**config.mk**
```make
export PLATFORM = sky130hd
export DESIGN_NAME = fifo_wr_arbiter_flat
export DESIGN_NICKNAME = d
export VERILOG_FILES = /design/src/rtl/fifo_wr_arbiter_if.sv /design/src/rtl/fifo_wr_arbiter.sv /design/src/flat_wrapper.sv
export SDC_FILE = /design/constraint.sdc
export NUM_CORES = 1
export LEC_CHECK = 0
export BUFFER_PORTS_ARGS = -buffer_cell sky130_fd_sc_hd__buf_2
export CAP_MARGIN = 20
export CORE_MARGIN = 4
export CORE_UTILIZATION = 41
export CTS_BUF_LIST = sky130_fd_sc_hd__clkbuf_16
export CTS_CLUSTER_SIZE = 24
export DETAILED_ROUTE_END_ITERATION = 10
export PLACE_DENSITY = 0.8
export SKIP_LAST_GASP = 1
export SYNTH_ARGS = -nofsm -noshare
export SYNTH_HDL_FRONTEND = slang
export SYNTH_SLANG_ARGS = --single-unit
```
**constraint.sdc**
```tcl
create_clock -name clk -period 2.1 [get_ports clk]
set_input_delay 0.42 -clock clk [delete_from_list [all_inputs] [get_ports clk]]
set_output_delay 0.42 -clock clk [all_outputs]
set_load 0.01 [all_outputs]
```
**src/rtl/fifo_wr_arbiter_if.sv**
```systemverilog
`timescale 1ns/1ps
// fifo_wr_arbiter_if
// Bundle of producer handshakes and the shared FIFO write-port pins.
// slave  : arbiter side (consumes producer requests, drives FIFO writes)
// master : producer/FIFO side (drives requests and FIFO status)
interface fifo_wr_arbiter_if #(
  parameter int NUM_REQ    = 4,
  parameter int DATA_WIDTH = 8,
  parameter int ADDR_WIDTH = 4
);
  logic [NUM_REQ-1:0]            req_valid;
  logic [NUM_REQ-1:0]            req_last;
  logic [NUM_REQ*DATA_WIDTH-1:0] req_data;
  logic [NUM_REQ-1:0]            req_ready;
  logic [NUM_REQ-1:0]            grant;
  logic                          busy;
  logic                          fifo_wr_req;
  logic [DATA_WIDTH-1:0]         fifo_wr_data;
  logic                          fifo_wr_full;
  logic [ADDR_WIDTH:0]           fifo_num;

  modport slave (
    input  req_valid, req_last, req_data, fifo_wr_full, fifo_num,
    output req_ready, grant, busy, fifo_wr_req, fifo_wr_data
  );

  modport master (
    output req_valid, req_last, req_data, fifo_wr_full, fifo_num,
    input  req_ready, grant, busy, fifo_wr_req, fifo_wr_data
  );
endinterface

```
**src/rtl/fifo_wr_arbiter.sv**
```systemverilog
`timescale 1ns/1ps
// fifo_wr_arbiter
// Round-robin write-port arbiter sharing one synchronous FIFO among
// NUM_REQ producers. A grant is held for a burst that ends on the owner's
// last flag or after MAX_BURST beats, followed by one idle bubble.
// Optional build macro FIFO_WR_ARB_SPACE_CHECK_EN: when defined, a grant is
// only issued if the FIFO has room for a full MAX_BURST burst, so a granted
// burst never stalls on full (wr_full still gates writes as a safety net).
//
// state   | meaning
// --------+-----------------------------------------------------------
// S_IDLE  | no owner; round-robin search for the next valid requester
// S_GRANT | owner holds the FIFO write port until its burst ends
module fifo_wr_arbiter #(
  parameter int NUM_REQ    = 4,
  parameter int DATA_WIDTH = 8,
  parameter int ADDR_WIDTH = 4,
  parameter int MAX_BURST  = 4
) (
  input logic              clk,
  input logic              rstn,
  fifo_wr_arbiter_if.slave bus
);

  localparam int PTR_W = (NUM_REQ > 1) ? $clog2(NUM_REQ) : 1;
  localparam int CNT_W = $clog2(MAX_BURST) + 1;
  localparam int DEPTH = 2 ** ADDR_WIDTH;

  localparam logic [CNT_W-1:0] LAST_BEAT = CNT_W'(MAX_BURST - 1);
  localparam logic [PTR_W-1:0] PTR_RESET = PTR_W'(NUM_REQ - 1);
  localparam logic [NUM_REQ-1:0] ONE_HOT0 = {{(NUM_REQ-1){1'b0}}, 1'b1};

  typedef enum logic {
    S_IDLE  = 1'b0,
    S_GRANT = 1'b1
  } state_t;

  state_t               state_q, state_d;
  logic [NUM_REQ-1:0]   grant_q, grant_d;
  logic [PTR_W-1:0]     owner_q, owner_d;
  logic [PTR_W-1:0]     rr_ptr_q, rr_ptr_d;
  logic [CNT_W-1:0]     beat_cnt_q, beat_cnt_d;

  logic                 pick_found;
  logic [PTR_W-1:0]     pick_idx;
  logic                 space_ok;
  logic                 beat;
  logic                 burst_end;

  logic [DATA_WIDTH-1:0] req_slice [NUM_REQ];

  for (genvar i = 0; i < NUM_REQ; i++) begin : g_slice
    assign req_slice[i] = bus.req_data[i*DATA_WIDTH +: DATA_WIDTH];
  end

`ifdef FIFO_WR_ARB_SPACE_CHECK_EN
  localparam int NUM_W = ADDR_WIDTH + 1;
  // Largest fill level that still leaves room for a whole burst.
  localparam logic [ADDR_WIDTH:0] NUM_LIMIT = NUM_W'(DEPTH - MAX_BURST);
  assign space_ok = (bus.fifo_num <= NUM_LIMIT);
`else
  logic unused_fifo_num;
  assign space_ok        = 1'b1;
  assign unused_fifo_num = ^bus.fifo_num;
`endif

  // Round-robin search starting just after the previous owner
  always_comb begin
    logic [PTR_W-1:0] idx;
    pick_found = 1'b0;
    pick_idx   = '0;
    idx        = '0;
    for (int k = 1; k <= NUM_REQ; k++) begin
      idx = PTR_W'((int'(rr_ptr_q) + k) % NUM_REQ);
      if (!pick_found && bus.req_valid[idx]) begin
        pick_found = 1'b1;
        pick_idx   = idx;
      end
    end
  end

  // Steer the owner's handshake and data onto the FIFO write port
  always_comb begin
    bus.req_ready    = '0;
    bus.fifo_wr_req  = 1'b0;
    bus.fifo_wr_data = '0;
    if (state_q == S_GRANT) begin
      bus.req_ready[owner_q] = !bus.fifo_wr_full;
      bus.fifo_wr_req        = bus.req_valid[owner_q] & !bus.fifo_wr_full;
      bus.fifo_wr_data       = req_slice[owner_q];
    end
  end

  assign beat      = bus.fifo_wr_req;
  assign burst_end = beat & (bus.req_last[owner_q] | (beat_cnt_q == LAST_BEAT));

  // Next-state: grant on a found requester, release on burst end
  always_comb begin
    state_d    = state_q;
    grant_d    = grant_q;
    owner_d    = owner_q;
    rr_ptr_d   = rr_ptr_q;
    beat_cnt_d = beat_cnt_q;
    case (state_q)
      S_IDLE: begin
        if (pick_found && space_ok) begin
          state_d    = S_GRANT;
          owner_d    = pick_idx;
          grant_d    = ONE_HOT0 << pick_idx;
          beat_cnt_d = '0;
        end
      end
      S_GRANT: begin
        if (burst_end) begin
          state_d    = S_IDLE;
          grant_d    = '0;
          rr_ptr_d   = owner_q;
          beat_cnt_d = '0;
        end else if (beat) begin
          beat_cnt_d = beat_cnt_q + 1'b1;
        end
      end
      default: begin
        state_d = S_IDLE;
        grant_d = '0;
      end
    endcase
  end

  // State and bookkeeping registers
  always_ff @(posedge clk or negedge rstn) begin
    if (!rstn) begin
      state_q    <= S_IDLE;
      grant_q    <= '0;
      owner_q    <= '0;
      rr_ptr_q   <= PTR_RESET;
      beat_cnt_q <= '0;
    end else begin
      state_q    <= state_d;
      grant_q    <= grant_d;
      owner_q    <= owner_d;
      rr_ptr_q   <= rr_ptr_d;
      beat_cnt_q <= beat_cnt_d;
    end
  end

  assign bus.grant = grant_q;
  assign bus.busy  = (state_q == S_GRANT);

  // Structural invariants of the grant and burst counter
  a_grant_onehot : assert property (@(posedge clk) disable iff (!rstn)
    $onehot0(bus.grant));
  a_busy_grant   : assert property (@(posedge clk) disable iff (!rstn)
    bus.busy == (bus.grant != '0));
  a_beat_range   : assert property (@(posedge clk) disable iff (!rstn)
    beat_cnt_q < CNT_W'(MAX_BURST));
  a_wr_owner     : assert property (@(posedge clk) disable iff (!rstn)
    bus.fifo_wr_req |-> ((bus.req_ready & bus.req_valid & bus.grant) != '0));

endmodule

```
**src/flat_wrapper.sv**
```systemverilog
// flat-port wrapper written by rule: the top's interface ports become plain ports
module fifo_wr_arbiter_flat 
#(
  parameter int NUM_REQ    = 4,
  parameter int DATA_WIDTH = 8,
  parameter int ADDR_WIDTH = 4,
  parameter int MAX_BURST  = 4
)
  (clk, rstn, bus_req_valid, bus_req_last, bus_req_data, bus_fifo_wr_full, bus_fifo_num, bus_req_ready, bus_grant, bus_busy, bus_fifo_wr_req, bus_fifo_wr_data);
  fifo_wr_arbiter_if #(.NUM_REQ(NUM_REQ), .DATA_WIDTH(DATA_WIDTH), .ADDR_WIDTH(ADDR_WIDTH)) bus_i ();
  input logic clk;
  input logic rstn;
  input wire logic [$bits(bus_i.req_valid)-1:0] bus_req_valid;
  input wire logic [$bits(bus_i.req_last)-1:0] bus_req_last;
  input wire logic [$bits(bus_i.req_data)-1:0] bus_req_data;
  input wire logic [$bits(bus_i.fifo_wr_full)-1:0] bus_fifo_wr_full;
  input wire logic [$bits(bus_i.fifo_num)-1:0] bus_fifo_num;
  output wire logic [$bits(bus_i.req_ready)-1:0] bus_req_ready;
  output wire logic [$bits(bus_i.grant)-1:0] bus_grant;
  output wire logic [$bits(bus_i.busy)-1:0] bus_busy;
  output wire logic [$bits(bus_i.fifo_wr_req)-1:0] bus_fifo_wr_req;
  output wire logic [$bits(bus_i.fifo_wr_data)-1:0] bus_fifo_wr_data;
  assign bus_i.req_valid = bus_req_valid;
  assign bus_i.req_last = bus_req_last;
  assign bus_i.req_data = bus_req_data;
  assign bus_i.fifo_wr_full = bus_fifo_wr_full;
  assign bus_i.fifo_num = bus_fifo_num;
  assign bus_req_ready = bus_i.req_ready;
  assign bus_grant = bus_i.grant;
  assign bus_busy = bus_i.busy;
  assign bus_fifo_wr_req = bus_i.fifo_wr_req;
  assign bus_fifo_wr_data = bus_i.fifo_wr_data;
  fifo_wr_arbiter #(.NUM_REQ(NUM_REQ), .DATA_WIDTH(DATA_WIDTH), .ADDR_WIDTH(ADDR_WIDTH), .MAX_BURST(MAX_BURST)) u_core (.clk(clk), .rstn(rstn), .bus(bus_i));
endmodule
```
==> key figures, run 1 <==
Drt
  • Initial DRT Pass Iterations: 4
  • Routed WL: about 2600 microns
  • Post-DR vias/cell: 5.37
  • DRT iter0 DRCs: 23
  • Drc violations: 0
  • ANT nets after route: 0
  • Routed len/inst: 14.8 microns
  • Vias: 955

Floorplan
  • Initial core utilization: 43.3%
  • # rows: 17
  • Area of the core: about 0.0022 sq mm
  • Die Wd: 56.3 microns
  • Die area: 0.00317 sq mm
  • Die span in y: ~56 microns
  • Ports: 66

Place
  • Port buffer count: 60
  • Placer Congestion: 0.867
  • HPWL after DPL: approximately 2100 microns
  • Setup WS pre-CTS: 187 ps

STA
  • Fin Setup TNS: 0 ps
  • Worst-margin pin slew: 349 ps
  • Final setup margin: 64.9 ps
  • Setup skew after layout: 1.63 ps
  • Final Hold Viols: 0
  • Endpoints failing setup: 0
  • Pins Over Slew Limit: 0
  • Fin crit share: 96.9%
  • Slew HR: 76.5%
  • Final critical-path required period: 2040 ps
  • FMAX: 491 MHz
  • RSZ-0062 raised after global routing: yes

Global route
  • Vias in the first global route: 958
  • First-pass GRT wire length: between 4000 and 5000 microns
  • Largest net degree at the start of global routing: 14
  • Overflow after GRT: 0
  • GRT Overall Usage: 17.1%
  • Initial antenna violation count: 0

Clocking
  • CTS sink count: 12
  • Hold buffer count at cts: 0
  • Clk Latency, worst-skew pair: 240 ps
  • Num CTS Buffers: 3
  • Clock Tree Root: clkbuf_16
  • CTS H-tree depth: 1
  • Max Root-Sink Buffers: 2
  • Clock Pin Slew Worst Setup and Hold Paths: 40 ps
  • CTS tree: done

Min path
  • Worst min path class: input port to asynchronous set/reset pin

Pwr
  • Lkg Pwr: ~0.67 nW
  • Pwr/cell area: 1320 mW/mm^2
  • Total chip power: 1.81 mW
  • VDD IR max: 0.000747 V

Logic synthesis
  • Largest family of logic cells by synthesized area: multiplexers
  • Sequential share of the synthesized area: 31.6%
  • Post-synthesis xor/xnor area fraction: 0%
  • Netlist cell types: 34
  • Compound-cell area share of the yosys netlist: between 10% and 20%
  • Synth Warn #: 0
  • Adder and majority gate portion of the synthesized area: 2.61%
  • Cell count after synthesis: 90
  • Register bit total from synthesis: 12
  • Post-synthesis mux area share: 26.7%
  • Simple-gate share of the synthesized area: 18.8%
  • Synth Area per Inst: 10.6 sq um
  • Synth Net Count: 140
  • Mapped Area: roughly 960 sq um

Critical path
  • Critical Path Source Type: flip-flop
  • WS Path Type: flip-flop to output pin
  • CP required: around 1700 ps
  • Max FO, Critical Path: 9
  • CP arrival: 1620 ps
  • Worst Setup End Kind: output pin

Cells and area
  • Syn-to-layout area delta: 43.7%
  • Nets: ~200
  • Antenna cells: 0
  • Layout cells sized above 1: 57.3%

Run status
  • Outcome: finished, final reports clean

Flow run
  • Max-cap violations: 0
[final cells by class]
class                   count  area, sq um
inverters                   4         15.0
well taps                  28         35.0
flip-flops and latches     12          304
repair buffers             63          330
clock buffers               3         75.1
clock inverters             1         3.75
multi-input cells          67          612
fillers                   196          837
[per-stage QoR]
step / instances / util, % / area (sq um) / hold slack, ps
after CTS: 178 / 61.7 / 1360 / 54.5
after global placement: 174 / 57.8 / 1280 / 305
after global routing: 178 / 62.2 / 1380 / 69.3
after detailed placement: 174 / 57.8 / 1280 / 313
final: 178 / 62.2 / 1380 / 50.7
after floorplan: 90 / - / 957 / 124
[cells in the final DEF, fill, tap and decap left out, drive strengths merged, types with 2 or more instances in the layout]
cell,instances
buf,63
dfrtp,10
mux4,9
and2,8
nor2,7
nand2,6
o21ai,5
inv,4
a32o,4
nand3,4
mux2i,3
clkbuf,3
a21oi,2
o31ai,2
mux2,2
ha,2
dfstp,2
[state kept, by name, summed over array words and instances, names as in the netlist]
signal,flops
u_core.bus.grant,4
u_core.beat_cnt_q,3
u_core.owner_q,2
u_core.bus.busy,1
u_core.rr_ptr_q,2
[cells in the mapped netlist (all sizes together)]
cell,number,area share (%)
ha,2,2.6
nor3b,1,0.78
buf,4,2.6
or2,1,0.65
nand3,4,2.1
a211o,1,0.92
nand2b,1,0.65
a21oi,2,1.0
nand2,6,2.4
o31ai,2,1.6
a32o,4,4.2
clkbuf,3,1.2
o22a,1,0.92
a211oi,1,0.78
o21a,1,0.78
mux2,2,2.4
dfstp,2,5.5
o221ai,1,0.92
inv,4,1.6
nor2b,1,0.65
o21ai,5,2.6
and2,8,5.2
nor4,1,0.65
mux4,9,21
dfrtp,10,26
or3b,1,1.2
nand3b,1,0.78
mux2i,3,3.1
nor2,7,3.8
o221a,1,1.2
[routing by layer]
| layer | wire length [microns] | track usage (%) | vias to the layer above |
|---|---|---|---|
| met2 | 1300 | 29.7 | 53 |
| met1 | 952 | 18.9 | 438 |
| met3 | 332 | 6.67 | 3 |
| met4 | 38 | 6.10 | 0 |
| li1 | - | - | 461 |
| met5 | 0 | 0 | - |
[critical path, cell delays in order, from the launching register on]
cell	delay (ps)
dfrtp_2	440
or3b_4	430
o22a_4	300
inv_1	80
buf_2	130
[power breakdown]
group          leakage, nW  switching [mW]  total (mW)  internal [mW]
Sequential           0.148          0.0951       0.440          0.345
Clock               0.0385          0.0957       0.346          0.250
Combinational        0.484           0.484        1.03          0.543
[repair_timing]
item,CTS,global route
gates resized for setup,3,2
setup buffers,0,0
pin swaps,0,0
gates cloned,0,0
setup endpoints to repair,9,4
[cell families after synthesis]
kind of cell | Yosys count
AND/OR/NAND/NOR | 32
adder cells (fa/ha/maj) | 2
multiplexers | 14
AO/OA/AOI/OAI | 19
buffers and inverters | 11
flip-flops | 12
[path summary, 6_finish.rpt]
path | startpoint | to | slack (ps) | depth (start not counted)
min reg2reg | u_core.bus.grant[0]$_DFFE_PN0P_ | u_core.bus.grant[0]$_DFFE_PN0P_ | 490 | 1
max reg2reg | u_core.owner_q[0]$_DFFE_PN0P_ | u_core.rr_ptr_q[0]$_DFFE_PN1P_ | 340 | 4
min in group clk | u_core.bus.grant[0]$_DFFE_PN0P_ | u_core.bus.grant[0]$_DFFE_PN0P_ | 490 | 1
max | u_core.owner_q[0]$_DFFE_PN0P_ | bus_fifo_wr_req | 60 | 4
min | rstn | u_core.bus.grant[0]$_DFFE_PN0P_ | 50 | 1
max in group asynchronous | rstn | u_core.rr_ptr_q[1]$_DFFE_PN1P_ | 1780 | 1
(Power assumes the default switching activity.)
==> run 2, diff against run 1 <==
HOLD_SLACK_MARGIN = 0.15   (was unset)
==> run 2 against run 1 <==
  * Register-to-register slack hardly changed
  * Wire length is 0.23% higher
  * Fmax hardly changed
  * Die area stayed put
  * Sequential cell count stayed put
  * Largest power group unchanged
  * Utilization is 0.45 points higher
  * Sequential share of layout area is 0.16 points lower
  * Clock skew hardly changed
  * Design area is 0.73% higher
  * Sequential power hardly changed
==> key figures, run 2 (synthesized netlist as in run 1, its figures left out) <==
Run status
  • Outcome: finished, final reports clean

STA
  • Slew HR: 76.5% (unchanged)
  • RSZ-0062 raised after global routing: yes
  • Fin crit share: 96.9% (about the same)
  • Setup skew after layout: 1.63 ps (+0.0000200 ps)
  • Worst-margin pin slew: 349 ps (unchanged)
  • FMAX: 491 MHz (about the same)
  • Fin Setup TNS: 0 ps (unchanged)
  • Final Hold Viols: 0 (unchanged)
  • Endpoints failing setup: 0 (unchanged)
  • Pins Over Slew Limit: 0 (unchanged)
  • Final critical-path required period: 2040 ps (+0.00660 ps)

Critical path
  • RR Startpoint: u_core.owner_q[0]$_DFFE_PN0P_
  • R2r endpoint: u_core.rr_ptr_q[0]$_DFFE_PN1P_
  • Worst Setup End Kind: output pin
  • R2R depth: 4 (unchanged)
  • Max FO, Critical Path: 9 (unchanged)
  • CP required: 1680 ps (about the same)
  • Flop-to-flop setup slack: 340 ps (about the same)
  • WS Path Type: flip-flop to output pin
  • Critical Path Source Type: flip-flop
  • CP arrival: 1620 ps (about the same)

Floorplan
  • Initial core utilization: 43.3% (unchanged)
  • Die Wd: 56.3 microns (unchanged)
  • # rows: 17 (unchanged)
  • Area of the core: 0.00221 sq mm (unchanged)
  • Die area: 0.00317 sq mm (unchanged)
  • Ports: 66 (unchanged)
  • Die span in y: 56.3 microns (unchanged)

Drt
  • Initial DRT Pass Iterations: 4 (unchanged)
  • Routed WL: 2630 microns (+0.23%)
  • ANT nets after route: 0 (unchanged)
  • Drc violations: 0 (unchanged)
  • DRT iter0 DRCs: 28 (+22%)
  • Routed len/inst: 14.7 microns (-0.33%)
  • Vias: 959 (+0.42%)
  • Post-DR vias/cell: 5.36 (-0.14%)

Clocking
  • CTS tree: done
  • Num CTS Buffers: 3 (unchanged)
  • Post-CTS Setup Bufs: 0 (unchanged)
  • CTS H-tree depth: 1 (unchanged)
  • Clock Tree Root: clkbuf_16
  • Max Root-Sink Buffers: 2 (unchanged)
  • Clk Latency, worst-skew pair: 240 ps (about the same)
  • CTS sink count: 12 (unchanged)
  • Clock Pin Slew Worst Setup and Hold Paths: 40 ps (about the same)

Cells and area
  • Most common cell after layout, fill and taps aside: buf_2
  • Most frequent cells in the layout: 60 x buf_2, 9 x mux4_2, 9 x dfrtp_1
  • Layout cells sized above 1: 57.0% (-0.38 points)
  • Max reg flops: 4 (unchanged)
  • FILL cells: 198 (+1.0%)
  • Nets: 202 (+0.50%)
  • Syn-to-layout area delta: 44.7%
  • Antenna cells: 0 (unchanged)

Global route
  • Grt met3 use: 6.67% (unchanged)
  • Met2 Use GR: 29.7% (unchanged)
  • GRT Overall Usage: 17.2% (+0.048 points)
  • Overflow after GRT: 0 (unchanged)
  • Vias in the first global route: 960 (+0.21%)
  • First-pass GRT wire length: 4260 microns (+0.33%)
  • Largest net degree at the start of global routing: 14 (unchanged)
  • GR peak layer: met2
  • Initial antenna violation count: 0 (unchanged)
  • Met1 usage: 19.0% (+0.15 points)

Place
  • Placer Congestion: 0.867 (unchanged)
  • HPWL after DPL: 2150 microns (unchanged)
  • Port buffer count: 60 (unchanged)

Min path
  • Worst min path class: flip-flop to flip-flop
  • Hold path startpoint: u_core.bus.grant[0]$_DFFE_PN0P_
  • WHS Path Cells: 1
  • End of the worst hold path: u_core.bus.grant[0]$_DFFE_PN0P_

Pwr
  • Clk pwr share: 19.1% (about the same)
  • Lkg Pwr: 0.675 nW (+0.62%)
  • Total chip power: 1.81 mW (about the same)
  • Combinational Power Share: 56.7% (about the same)
  • Sequential Power Share: 24.2% (about the same)
  • Cell Int Power: 1.14 mW (+0.11%)
  • NetSw: 676 uW (about the same)
  • VDD IR max: 0.000747 V (about the same)
  • Pwr/cell area: 1310 mW/mm^2 (-0.63%)
  • Net Sw Frac: 37.2% (about the same)

Flow run
  • Max-cap violations: 0 (unchanged)
[run 2: cell count changes in the layout (fill, tap and decap cells not counted)]
cell           delta
dlygate4sd3_1     +1
[run 2: worst max-delay path by stage]
stage	slack, ps	end	from
2_1_floorplan	320	bus_fifo_wr_data[0]	u_core.owner_q[0]$_DFFE_PN0P_
3_3_place_gp	200	bus_fifo_wr_req	bus_fifo_wr_full
3_5_place_dp	190	bus_fifo_wr_req	bus_fifo_wr_full
4_1_cts	30	bus_fifo_wr_req	u_core.owner_q[0]$_DFFE_PN0P_
5_1_grt	-10	bus_fifo_wr_data[7]	u_core.owner_q[0]$_DFFE_PN0P_
6_report	60	bus_fifo_wr_req	u_core.owner_q[0]$_DFFE_PN0P_
[run 2: metrics by stage]
stage               instances  worst slack, ps  cell area [sq um]  hold slack [ps]  utilization, %
global placement          174              196               1280              305            57.8
global route              179            -12.9               1390              518            62.6
CTS                       179             25.9               1370              500            62.1
detailed placement        174              187               1280              313            57.8
finish                    179             64.9               1390              492            62.6
floorplan                  90              324                957              124               -
[run 2: worst max-delay path, stage by stage (launching register included)]
cell and delay [ps]:
dfrtp_2 440, or3b_4 430, o22a_4 300, inv_1 80, buf_2 130
[run 2: area by class of cell]
type                       instances  area (sq um)  share of cell area [%]
clock buffer                       3          75.1                    5.42
sequential                        12           304                    22.0
inverter                           4          15.0                    1.08
timing repair buffer              64           340                    24.6
multi-input combinational         67           612                    44.2
clock inverter                     1          3.75                   0.271
tap                               28          35.0                    2.53
[run 2: power by group through the flow]
stage | logic [mW] | registers [mW] | clock network [mW]
after floorplan | 0.734 | 0.414 | 0
after global placement | 0.989 | 0.427 | 0
after detailed placement | 1.01 | 0.435 | 0
after CTS | 1.02 | 0.437 | 0.360
after global routing | 1.12 | 0.457 | 0.369
final | 1.03 | 0.440 | 0.346
[run 2: routing by layer]
metal  vias up  wire [microns]  part of all wire, %
met4         0              38                  1.4
met3         3             332                   13
met5         -               0                    0
met1       440             958                   36
li1        463               -                    -
met2        53            1300                   50
[run 2: repair_timing]
action | in CTS | in global routing
hold endpoints to repair | 10 | 0
endpoints found under the setup margin | 9 | 4
resized for setup | 3 | 2
hold buffers | 1 | 0
